File: src/rtl/addressing_unit_if.sv
// addressing_unit_if: controller-to-addressing-unit bundle (operands, one-hot selects, PC load, address).
// AddrCarry exists only when AU_CARRY_OUT_EN is defined.
interface addressing_unit_if #(
  parameter int AW = 16,
  parameter int IW = 8
);
  logic [AW-1:0] Rside;
  logic [IW-1:0] Iside;
  logic          ResetPC;
  logic          PCplusI;
  logic          PCplus1;
  logic          Iplus0;
  logic          Rplus0;
  logic          PCenable;
  logic [AW-1:0] Address;
`ifdef AU_CARRY_OUT_EN
  logic          AddrCarry;
`endif

  modport master (
    output Rside, Iside, ResetPC, PCplusI, PCplus1, Iplus0, Rplus0, PCenable,
    input  Address
`ifdef AU_CARRY_OUT_EN
    , input AddrCarry
`endif
  );

  modport slave (
    input  Rside, Iside, ResetPC, PCplusI, PCplus1, Iplus0, Rplus0, PCenable,
    output Address
`ifdef AU_CARRY_OUT_EN
    , output AddrCarry
`endif
  );
endinterface

File: src/rtl/addressing_unit.sv
// addressing_unit: 16-bit PC plus one-hot-selected address adder; AU_CARRY_OUT_EN adds AddrCarry.
// Latency: Address is combinational from inputs and PC; PC loads on the next rising clk.
// Backpressure: none; selects and PCenable are sampled every cycle.
module addressing_unit #(
  parameter int AW = 16,
  parameter int IW = 8
) (
  input  logic                clk,
  input  logic                rst_n,
  addressing_unit_if.slave    bus
);
  logic [AW-1:0] r_pc;
  logic [AW-1:0] w_left;
  logic [AW-1:0] w_right;
  logic [AW-1:0] w_addr;

  // Priority chain: ResetPC > PCplusI > PCplus1 > Iplus0 > Rplus0 > PC+0.
  always_comb begin
    w_left  = r_pc;
    w_right = '0;
    if (bus.ResetPC) begin
      w_left  = '0;
      w_right = '0;
    end else if (bus.PCplusI) begin
      w_left  = r_pc;
      w_right = AW'($signed(bus.Iside));
    end else if (bus.PCplus1) begin
      w_left  = r_pc;
      w_right = AW'(1);
    end else if (bus.Iplus0) begin
      w_left  = '0;
      w_right = AW'(bus.Iside);
    end else if (bus.Rplus0) begin
      w_left  = bus.Rside;
      w_right = '0;
    end
  end

`ifdef AU_CARRY_OUT_EN
  logic [AW:0] w_sum;
  assign w_sum         = {1'b0, w_left} + {1'b0, w_right};
  assign w_addr        = w_sum[AW-1:0];
  assign bus.AddrCarry = w_sum[AW];
`else
  assign w_addr = w_left + w_right;
`endif

  assign bus.Address = w_addr;

  always_ff @(posedge clk or negedge rst_n) begin
    if (!rst_n) begin
      r_pc <= '0;
    end else if (bus.ResetPC) begin
      r_pc <= '0;
    end else if (bus.PCenable) begin
      r_pc <= w_addr;
    end
  end
endmodule

File: src/flat_wrapper.sv
// flat-port wrapper written by rule: the top's interface ports become plain ports
module addressing_unit_flat 
#(
  parameter int AW = 16,
  parameter int IW = 8
)
  (clk, rst_n, bus_Rside, bus_Iside, bus_ResetPC, bus_PCplusI, bus_PCplus1, bus_Iplus0, bus_Rplus0, bus_PCenable, bus_Address);
  addressing_unit_if #(.AW(AW), .IW(IW)) bus_i ();
  input  logic clk;
  input  logic rst_n;
  input wire logic [$bits(bus_i.Rside)-1:0] bus_Rside;
  input wire logic [$bits(bus_i.Iside)-1:0] bus_Iside;
  input wire logic [$bits(bus_i.ResetPC)-1:0] bus_ResetPC;
  input wire logic [$bits(bus_i.PCplusI)-1:0] bus_PCplusI;
  input wire logic [$bits(bus_i.PCplus1)-1:0] bus_PCplus1;
  input wire logic [$bits(bus_i.Iplus0)-1:0] bus_Iplus0;
  input wire logic [$bits(bus_i.Rplus0)-1:0] bus_Rplus0;
  input wire logic [$bits(bus_i.PCenable)-1:0] bus_PCenable;
  output wire logic [$bits(bus_i.Address)-1:0] bus_Address;
  assign bus_i.Rside = bus_Rside;
  assign bus_i.Iside = bus_Iside;
  assign bus_i.ResetPC = bus_ResetPC;
  assign bus_i.PCplusI = bus_PCplusI;
  assign bus_i.PCplus1 = bus_PCplus1;
  assign bus_i.Iplus0 = bus_Iplus0;
  assign bus_i.Rplus0 = bus_Rplus0;
  assign bus_i.PCenable = bus_PCenable;
  assign bus_Address = bus_i.Address;
  addressing_unit #(.AW(AW), .IW(IW)) u_core (.clk(clk), .rst_n(rst_n), .bus(bus_i));
endmodule
File: config.mk
export PLATFORM = sky130hd
export DESIGN_NAME = addressing_unit_flat
export DESIGN_NICKNAME = d
export VERILOG_FILES = /design/src/rtl/addressing_unit_if.sv /design/src/rtl/addressing_unit.sv /design/src/flat_wrapper.sv
export SDC_FILE = /design/constraint.sdc
export NUM_CORES = 1
export LEC_CHECK = 0
export CAP_MARGIN = 20
export CORE_MARGIN = 4
export CORE_UTILIZATION = 69
export DETAILED_ROUTE_END_ITERATION = 6
export DONT_BUFFER_PORTS = 1
export MAX_ROUTING_LAYER = met4
export PLACE_DENSITY_LB_ADDON = 0.08
export REMOVE_ABC_BUFFERS = 1
export SYNTH_ARGS = -nofsm -noshare
export SYNTH_HDL_FRONTEND = slang
export SYNTH_SLANG_ARGS = --single-unit
File: constraint.sdc
create_clock -name clk -period 5.28 [get_ports clk]
set_input_delay 0.792 -clock clk [delete_from_list [all_inputs] [get_ports clk]]
set_output_delay 0.792 -clock clk [all_outputs]
set_load 0.01 [all_outputs]
==> impl_metrics.py, run 1 <==
metrics = {
    "status": {
        "status": "finished, final reports clean",
    },
    "logic_synthesis": {
        "synth_ff_type": "dfrtp_1",
        "synth_area_leaders": "dfrtp_1 22%, ha_1 10%, a21oi_1 9.4%",
        "async_flop_share": 1.000,
        "synth-seq-area-share": 0.2204,
        "synth_top_area_share": 0.2204,
        "synthMostInstantiatedCell": "nand2_1",
        "synth_top_cell_by_area": "dfrtp_1",
        "yosys_warnings": 0,
        "netlist_instances": 247,
        "syn_area_per_cell_um2": 7.355,
        "ys_ff_latch": 16,
        "synth_edf_count": 0,
        "synth_area_mm2": 0.001817,
        "yosysUniqueCellTypes": 39,
        "synth_top_cells_by_count": "45 x nand2_1, 34 x a21oi_1, 26 x nor2_1, 16 x dfrtp_1, 15 x ha_1",
    },
    "cells_and_area": {
        "area_growth_syn_to_layout_pct": 1.446,
        "multi_input_area_mm2": 0.001345,
        "top_register": "u_core.r_pc",
        "nets": 290,
        "largest_reg_flops": 16,
        "largestRegisters": "u_core.r_pc (16)",
        "regArea_um2": 400.4,
        "final_cells": 270,
        "drive_above_1_share": 0.03750,
        "final_area_mm2": 0.001843,
        "fill_cells": 205,
        "diodes": 0,
    },
    "clock_tree": {
        "cts_buffer_depth": 2,
        "cts_resized": 0,
        "cts_setup_buffers": 0,
        "cts_hold_buf": 0,
        "cts_root_buf": "clkbuf_4",
        "cts_tree": "yes",
        "h-tree-depth": 1,
        "clkTransAtPathRegs_ns": 0.10,
        "clock_latency_ns": 0.30,
        "cts_buffers": 3,
        "cts.sinks": 16,
    },
    "setup_path": {
        "path_class": "in2out",
        "worst_path_largest_cell_delay_ns": 0.43,
        "path_max_fanout": 15,
        "end_kind": "output pin",
        "crit_required_ns": 4.49,
        "worst-path-buf-inv": 0,
        "crit_chain": "nor2_1 > nand2_1 > nand2_1 > a21oi_1 > ha_1 > fa_1 > a211oi_1 > nor2_1 > o21ai_0 > o21ai_1 > a31oi_1 > xnor2_1",
        "worstPathArrival_ns": 3.74,
        "start_kind": "input pin",
        "crit_family": "compound AO/OA/AOI/OAI gates",
        "slowest_stage": "fa_1",
    },
    "drt": {
        "antenna_left": 0,
        "vias_per_cell": 6.489,
        "vias": 1752,
        "drtIter0Drc": 95,
        "firstDrtPassIters": 4,
        "drt_wl_total_mm": 4.668,
        "wl_per_cell_um": 17.29,
        "drcViolationCount": 0,
    },
    "sta": {
        "rsz0062_at_grt": "false",
        "period_needed_ns": 4.536,
        "period_share": 0.8591,
        "tightest_slew_ns": 0.7342,
        "slew_violations": 0,
        "slew_headroom": 0.5100,
        "setup_viol": 0,
        "fmax_ghz": 0.2205,
        "finClkSkew_ns": 0.01052,
        "finalHoldViolCount": 0,
        "fin_setup_tns_ns": 0,
        "layout_setup_ws_ns": 0.7441,
    },
    "die": {
        "start_util": 0.7267,
        "num_io_pins": 48,
        "die_x_um": 59.31,
        "die_area_mm2": 0.003518,
        "fp.dieH_um": 59.31,
        "coreArea_mm2": 0.002500,
        "num_rows": 18,
    },
    "global_routing": {
        "antenna_found_initial": 0,
        "grt_pass1_wl_mm": 7.700,
        "grt_pass1_vias": 1786,
        "grt_overflow": 0,
        "track_usage": 0.2941,
        "grt_max_degree": 26,
    },
    "placed_design": {
        "dpl-instance-area_mm2": 0.001821,
        "placed_cells": 267,
        "port_buffers": 0,
        "hpwl_mm": 3.477,
        "dp_slack_ns": 0.8337,
        "routabilityCongestion": 0.9198,
    },
    "hold_path": {
        "min_path_type": "in2async",
    },
    "power": {
        "powerDensity_mw_per_mm2": 155.3,
        "p_leak_nw": 0.8666,
        "vdd_ir_drop_max_mv": 0.1525,
    },
    "job": {
        "cap_viol_max_count": 0,
    },
}
==> metrics by stage <==
stage               hold WS [ns]  utilization  power (mW)
floorplan                 0.4860            -      0.2034
global placement          0.4968       0.7282      0.2156
detailed placement        0.4968       0.7282      0.2195
CTS                       0.1669       0.7372      0.2873
global route              0.1634       0.7372      0.3010
finish                    0.1688       0.7372      0.2863
==> report_power, final <==
| group | internal, mW | total (mW) | leakage (nW) | switching [mW] |
|---|---|---|---|---|
| clock | 0.0266 | 0.0684 | 0.0138 | 0.0418 |
| combinational | 0.0332 | 0.0855 | 0.635 | 0.0523 |
| sequential | 0.129 | 0.132 | 0.218 | 0.00367 |
==> cell usage in the layout (no fill, tap or decap), types with 4 or more instances in the layout <==
master    count
inv_1         7
a21o_1        7
nor2_1       26
ha_1         15
nand2_1      45
nand2b_1      4
a21oi_1      34
xor2_1        4
mux2i_1      12
dfrtp_1      16
xnor2_1       6
o21ai_0      12
and2_1       10
==> routing by layer <==
metal | GRT usage | up-vias | routed length (µm)
met2 | 0.5148 | 85 | 2351
met1 | 0.3257 | 799 | 1786
met4 | 0.1456 | 0 | 139
met3 | 0.03486 | 15 | 390
met5 | - | - | 0
li1 | - | 853 | -
==> layout make-up <==
| cell class | instances | area share |
|---|---|---|
| inverters | 8 | 0.01629 |
| repair buffers | 1 | 0.004073 |
| flip-flops and latches | 16 | 0.2172 |
| well taps | 30 | 0.02037 |
| clock buffers | 3 | 0.01222 |
| multi-input cells | 212 | 0.7298 |
==> final timing paths <==
check	start	endpoint	slack, ns	depth (start not counted)
worst max-delay path	bus_PCplusI	bus_Address[12]	0.74	12
worst min-delay path	rst_n	u_core.r_pc[1]	0.17	0
worst max register to register	u_core.r_pc[0]	u_core.r_pc[12]	2.36	10
worst min register to register	u_core.r_pc[4]	u_core.r_pc[4]	0.54	2
max in group asynchronous	rst_n	u_core.r_pc[14]	5.02	0
min in group clk	u_core.r_pc[4]	u_core.r_pc[4]	0.54	2
==> cell families (layout without fill, tap and decap cells) <==
kind of cell / after synthesis / count (layout) / synth area share
DFF: 16 / 16 / 0.2204
adders and majority gates: 16 / 16 / 0.1143
xor gates and xnor gates: 10 / 10 / 0.04821
buffers and inverters: 19 / 12 / 0.03926
AOI/OAI and AO/OA: 71 / 71 / 0.2459
muxes: 12 / 12 / 0.06612
and+or+nand+nor: 103 / 103 / 0.2658
Power figures use the tool's default switching activity.
==> run 2: changes to the inputs <==
- ABC_CLOCK_PERIOD_IN_PS: default -> 5280
==> results of run 2 <==
The final DEF is identical to that of run 1; final timing and power are the same.
==> run 3: changes to the inputs <==
==> constraint.sdc (replaced) <==
create_clock -name clk -period 5.28 [get_ports clk]
set_input_delay 1.056 -clock clk [delete_from_list [all_inputs] [get_ports clk]]
set_output_delay 1.056 -clock clk [all_outputs]
set_load 0.01 [all_outputs]
==> impl_metrics.py, run 3 (synthesis gave the netlist of run 1 again) <==
metrics = {
    "global_routing": {
        "antenna_found_initial": 0,
        "grt_pass1_vias": 1812,
        "grt_overflow": 0,
        "grt_max_degree": 26,
        "track_usage": 0.2893,
        "grt_pass1_wl_mm": 7.638,
    },
    "clock_tree": {
        "h-tree-depth": 1,
        "cts_resized": 0,
        "clock_latency_ns": 0.29,
        "cts_buffer_depth": 2,
        "cts.sinks": 16,
        "cts_tree": "yes",
        "cts_buffers": 3,
        "cts_root_buf": "clkbuf_4",
        "cts_hold_buf": 0,
        "cts_setup_buffers": 0,
        "clkTransAtPathRegs_ns": 0.10,
    },
    "placed_design": {
        "hpwl_mm": 3.477,
        "routabilityCongestion": 0.9134,
        "dpl-instance-area_mm2": 0.001836,
        "dp_slack_ns": 0.5660,
        "port_buffers": 0,
    },
    "sta": {
        "period_share": 0.9079,
        "whs_ns": 0.4448,
        "finalHoldViolCount": 0,
        "slew_violations": 0,
        "finClkSkew_ns": 0.002890,
        "layout_setup_ws_ns": 0.4861,
        "period_needed_ns": 4.794,
        "slew_headroom": 0.6571,
        "tightest_slew_ns": 0.5134,
        "rsz0062_at_grt": "false",
        "fmax_ghz": 0.2086,
        "setup_viol": 0,
        "fin_setup_tns_ns": 0,
    },
    "drt": {
        "drtIter0Drc": 105,
        "firstDrtPassIters": 4,
        "drt_wl_total_mm": 4.554,
        "drcViolationCount": 0,
        "vias": 1790,
        "antenna_left": 0,
        "wl_per_cell_um": 16.74,
        "vias_per_cell": 6.581,
    },
    "cells_and_area": {
        "largest_reg_flops": 16,
        "multi_input_area_mm2": 0.001345,
        "diodes": 0,
        "drive_above_1_share": 0.04545,
        "final_util": 0.7432,
        "largestRegisters": "u_core.r_pc (16)",
        "regArea_um2": 400.4,
        "layout_commonest_cell": "nand2_1",
        "final_area_mm2": 0.001858,
        "layout_common_cells": "45 x nand2_1, 34 x a21oi_1, 26 x nor2_1",
        "area_growth_syn_to_layout_pct": 2.273,
        "fill_cells": 187,
        "nets": 292,
        "top_register": "u_core.r_pc",
    },
    "setup_path": {
        "critPathLaunch": "bus_PCplusI",
        "worst_r2r_startpoint": "u_core.r_pc[0]",
        "worstPathArrival_ns": 3.74,
        "path_max_fanout": 11,
        "slowest_stage": "fa_1",
        "worst_path_largest_cell_delay_ns": 0.45,
        "crit_chain": "nor2_1 > a21o_1 > buf_4 > a21oi_1 > fa_1 > a211oi_1 > nor2_1 > o21ai_0 > o21ai_1 > a31oi_1 > xnor2_1",
        "start_kind": "input pin",
        "end_kind": "output pin",
        "path_class": "in2out",
        "crit_required_ns": 4.22,
        "timing.critical_path.mode_cell": "nor2_1",
    },
    "die": {
        "die_x_um": 59.31,
        "coreArea_mm2": 0.002500,
        "num_rows": 18,
        "fp.dieH_um": 59.31,
        "die_area_mm2": 0.003518,
        "num_io_pins": 48,
        "start_util": 0.7267,
    },
    "power": {
        "seqPwrFrac": 0.465,
        "p_int_mw": 0.1892,
        "powerDensity_mw_per_mm2": 153.4,
        "clkPwrFrac": 0.236,
        "combPwrFrac": 0.300,
        "power.share.switching": 0.3364,
        "switchingPower_mw": 0.09589,
        "vdd_ir_drop_max_mv": 0.1376,
        "p_leak_nw": 0.8762,
    },
    "hold_path": {
        "min_path_type": "in2async",
    },
    "status": {
        "status": "finished, final reports clean",
    },
    "job": {
        "cap_viol_max_count": 0,
    },
}
==> run 3: changes by cell type in the layout (fill, tap and decap cells not counted) <==
cell / previous run / this run
buf_4: 1 / 3
==> run 3: worst max-delay path: cells and delay by family <==
kind / cells / cell delay [ns]
AND/OR/NAND/NOR: 2 / 0.24
buffers and inverters: 1 / 0.24
AO/OA/AOI/OAI: 6 / 1.53
adder cells (fa/ha/maj): 1 / 0.45
XOR/XNOR: 1 / 0.21
==> run 3: through the flow <==
stage	power, mW	std cells
after floorplan	0.2034	236
final	0.2851	272
after global routing	0.3036	272
after global placement	0.2164	269
after detailed placement	0.2194	269
after CTS	0.2877	272
==> run 3: power groups by stage <==
stage	Sequential [mW]	Combinational [mW]	Clock, mW
finish	0.132	0.0854	0.0672
global route	0.133	0.0953	0.0750
CTS	0.132	0.0853	0.0700
detailed placement	0.135	0.0845	0
global placement	0.135	0.0817	0
floorplan	0.134	0.0696	0
==> run 3: routing by layer <==
metal | wire (µm) | vias to the layer above | GRT usage
li1 | - | 858 | -
met1 | 1756 | 845 | 0.3239
met2 | 2287 | 75 | 0.4899
met3 | 399 | 12 | 0.04793
met4 | 110 | 0 | 0.1489
met5 | 0 | - | -
==> run 3: final cells by class <==
cell class              count  share of cell area
flip-flops and latches     16              0.2155
inverters                   8             0.01616
multi-input cells         212              0.7239
repair buffers              3             0.01212
clock buffers               3             0.01212
well taps                  30             0.02020
==> run 3: path summary, 6_finish.rpt <==
path	slack (ns)	end	cells after the start
worst max-delay path	0.49	bus_Address[12]	11
worst min-delay path	0.44	u_core.r_pc[3]	0
worst max register to register	2.45	u_core.r_pc[12]	10
worst min register to register	0.53	u_core.r_pc[1]	2
max in group asynchronous	4.76	u_core.r_pc[15]	0
min in group clk	0.53	u_core.r_pc[1]	2
==> RTL change 1, RTL diff (settings of run 2) <==
`AW` is set to 16 in 3 places; all go to 15.
--- a/src/rtl/addressing_unit_if.sv
+++ b/src/rtl/addressing_unit_if.sv
@@ -1,7 +1,7 @@
 // addressing_unit_if: controller-to-addressing-unit bundle (operands, one-hot selects, PC load, address).
 // AddrCarry exists only when AU_CARRY_OUT_EN is defined.
 interface addressing_unit_if #(
-  parameter int AW = 16,
+  parameter int AW = 15,
   parameter int IW = 8
 );
   logic [AW-1:0] Rside;
--- a/src/rtl/addressing_unit.sv
+++ b/src/rtl/addressing_unit.sv
@@ -2,7 +2,7 @@
 // Latency: Address is combinational from inputs and PC; PC loads on the next rising clk.
 // Backpressure: none; selects and PCenable are sampled every cycle.
 module addressing_unit #(
-  parameter int AW = 16,
+  parameter int AW = 15,
   parameter int IW = 8
 ) (
   input  logic                clk,
--- a/src/flat_wrapper.sv
+++ b/src/flat_wrapper.sv
@@ -1,7 +1,7 @@
 // flat-port wrapper written by rule: the top's interface ports become plain ports
 module addressing_unit_flat 
 #(
-  parameter int AW = 16,
+  parameter int AW = 15,
   parameter int IW = 8
 )
   (clk, rst_n, bus_Rside, bus_Iside, bus_ResetPC, bus_PCplusI, bus_PCplus1, bus_Iplus0, bus_Rplus0, bus_PCenable, bus_Address);
Interface: changed (resized bus_Address and bus_Rside); port bits go from 48 to 46. No check against the original RTL was run, so the function may have changed too.
==> RTL change 1 against run 2 <==
- final area is 7.7% lower
- combinational power down 12%
- setup slack improved by 0.24 ns
- area after synthesis fell by 8.4%
- critical path depth is 1 lower
- clock power grew 8.0%
- sequential cell count shrank 1
- sequential power shrank 7%
- first-iteration DRC count fell by 24%
- wire length down 7.4%
- register-to-register slack gained 0.24 ns
- power fell by 4.7%
- largest power group unchanged
==> RTL change 1: results <==
[cells_and_area]
fillCellCount = 181
final_nets = 254
multi_input_area_um2 = 1230
top_regs = u_core.r_pc: 15 flops
final-instance-count-excl-fill = 235
n_all_inverters = 5
multi_input_gates = 181
drive_gt1_frac = 0.0821
num-clock-buffers = 4

[floorplan]
die_x_um = 57.1

[setup_path]
max_stage_delay_ns = 0.53
worstPathArrival_ns = 3.50
crit_slowest_cell = o21ai_1
r2r_slack_ns = 2.60
r2r-end = u_core.r_pc[14]

[detailed_routing]
met3_length_um = 278
drt_iter0_drc = 72
via_per_inst = 6.77
route.met2.wl_mm = 2.18
wl_met1_mm = 1.77
wl_per_cell_um = 18.4

[pwr]
p_seq_uw = 123
pwr-share-clk = 0.271
pwr-share-seq = 0.452
ir_drop_v = 0.000129

[global_routing]
grt_pass1_vias = 1602
grt_start_max_net_pins = 22
grt_pass1_wl_mm = 7.22

[logic_synthesis]
ys_top_cells_by_count = nand2_1 (34), a21oi_1 (24), nor2_1 (18)
synthDistinctLibCells = 53

[timing]
hold_slack_ns = 0.161

[placed_design]
hpwl_mm = 3.31
globalplace.congestion = 0.904
dpl_worst_slack_ns = 1.02
placed_area_um2 = 1670
dp_cells = 231

[run_status]
status = finished clean
==> RTL change 1: logic make-up after synthesis <==
group                    after synthesis  synth area share
flip-flops                            15             0.226
AO/OA/AOI/OAI                         60             0.254
XOR/XNOR                              13            0.0684
adder cells (fa/ha/maj)               15             0.117
multiplexers                           9            0.0571
buffers and inverters                 15            0.0353
AND/OR/NAND/NOR                       84             0.242
==> RTL change 1: layer usage <==
layer,up-vias,track usage
met5,-,-
met4,0,0.109
met3,11,0.0566
met2,72,0.481
met1,743,0.334
li1,764,-
==> RTL change 1: how the worst max path moves through the flow <==
stage                     slack (ns)              end   startpoint
after floorplan                 1.21  bus_Address[14]  bus_PCplus1
after global placement          1.13  bus_Address[13]  bus_PCplus1
after detailed placement        1.02  bus_Address[13]  bus_PCplus1
after CTS                       1.01  bus_Address[13]  bus_PCplus1
after global routing            0.89  bus_Address[13]  bus_PCplus1
final                           0.99  bus_Address[13]  bus_PCplus1
==> RTL change 2, RTL diff (flow settings as in run 2) <==
Without the edit above. Make the reset (`rst_n`) synchronous in one clocked block.
--- a/src/rtl/addressing_unit.sv
+++ b/src/rtl/addressing_unit.sv
@@ -47,7 +47,7 @@
 
   assign bus.Address = w_addr;
 
-  always_ff @(posedge clk or negedge rst_n) begin
+  always_ff @(posedge clk) begin
     if (!rst_n) begin
       r_pc <= '0;
     end else if (bus.ResetPC) begin
Behaviour: differs if rst_n is asserted again (counterexample within 4 cycles, from zero or initial values and one cycle with rst_n low); with rst_n held inactive, the same outputs for 4 cycles.
==> RTL change 2 against run 2 <==
- sequential cell count unchanged
- die area fell by 6.1%
- synthesized cell count shrank 9.3%
- power decreased by 8.4%
- setup slack improved by 0.23 ns
- worst hold slack gained 0.32 ns
- highest routed layer unchanged
- wire length fell by 14%
- largest power group unchanged
- final area down 7.0%
- area after synthesis decreased by 7.1%
==> RTL change 2: results <==
[cells_and_area]
final_nets = 269
n_all_buffers = 2
buf_share = 0.00876
multi_input_gates = 190
clk_share = 0.0131
multi_input_area_um2 = 1290

[pwr]
pwr-share-seq = 0.475
ir_drop_v = 0.000126
pwr-share-clk = 0.269

[global_routing]
grt_pass1_vias = 1536
grt_pass1_wl_mm = 6.80
grt_start_max_net_pins = 25
grt_use_total = 0.264

[logic_synthesis]
ys_seq_area_frac = 0.190
synth_flop_cell = dfxtp_1
ys_top_cells_by_count = nand2_1 (39), a21oi_1 (28), nor2_1 (19)
synthDistinctLibCells = 46

[detailed_routing]
via_per_inst = 6.31
route.met2.wl_mm = 1.77
met3_length_um = 414
drt_iter0_drc = 78
wl_met1_mm = 1.73

[setup_path]
path_delay_family = simple AND/OR/NAND/NOR gates
crit_slowest_cell = nand3_1
r2r_slack_ns = 2.64
worstPathArrival_ns = 3.51
critPathMaxFanout = 14

[timing]
clock_skew_ns = 0.00575

[placed_design]
dpl_worst_slack_ns = 0.995

[run_status]
status = finished clean
RTL change 2: cells by family after synthesis:
logic type                 after synthesis  share of synthesized area
DFF                                     16                      0.190
adders and majority gates               16                      0.123
and+or+nand+nor                         91                      0.281
AOI/OAI and AO/OA                       56                      0.211
buffers and inverters                   18                     0.0452
xor gates and xnor gates                14                     0.0726
muxes                                   13                     0.0771
RTL change 2: metrics by stage:
step / cell area [µm²] / utilization / cells / power (mW) / hold WS [ns]
finish: 1710 / 0.753 / 247 / 0.262 / 0.484
global route: 1710 / 0.753 / 247 / 0.275 / 0.517
CTS: 1710 / 0.753 / 247 / 0.261 / 0.489
detailed placement: 1690 / 0.743 / 244 / 0.194 / 0.475
global placement: 1690 / 0.743 / 244 / 0.192 / 0.465
floorplan: 1640 / - / 214 / 0.180 / 0.456
RTL change 2: metal layers:
layer  vias to the layer above  global-route usage
li1                        771                   -
met1                       707               0.347
met2                        72               0.394
met3                         8              0.0498
met4                         0               0.109
met5                         -                   -
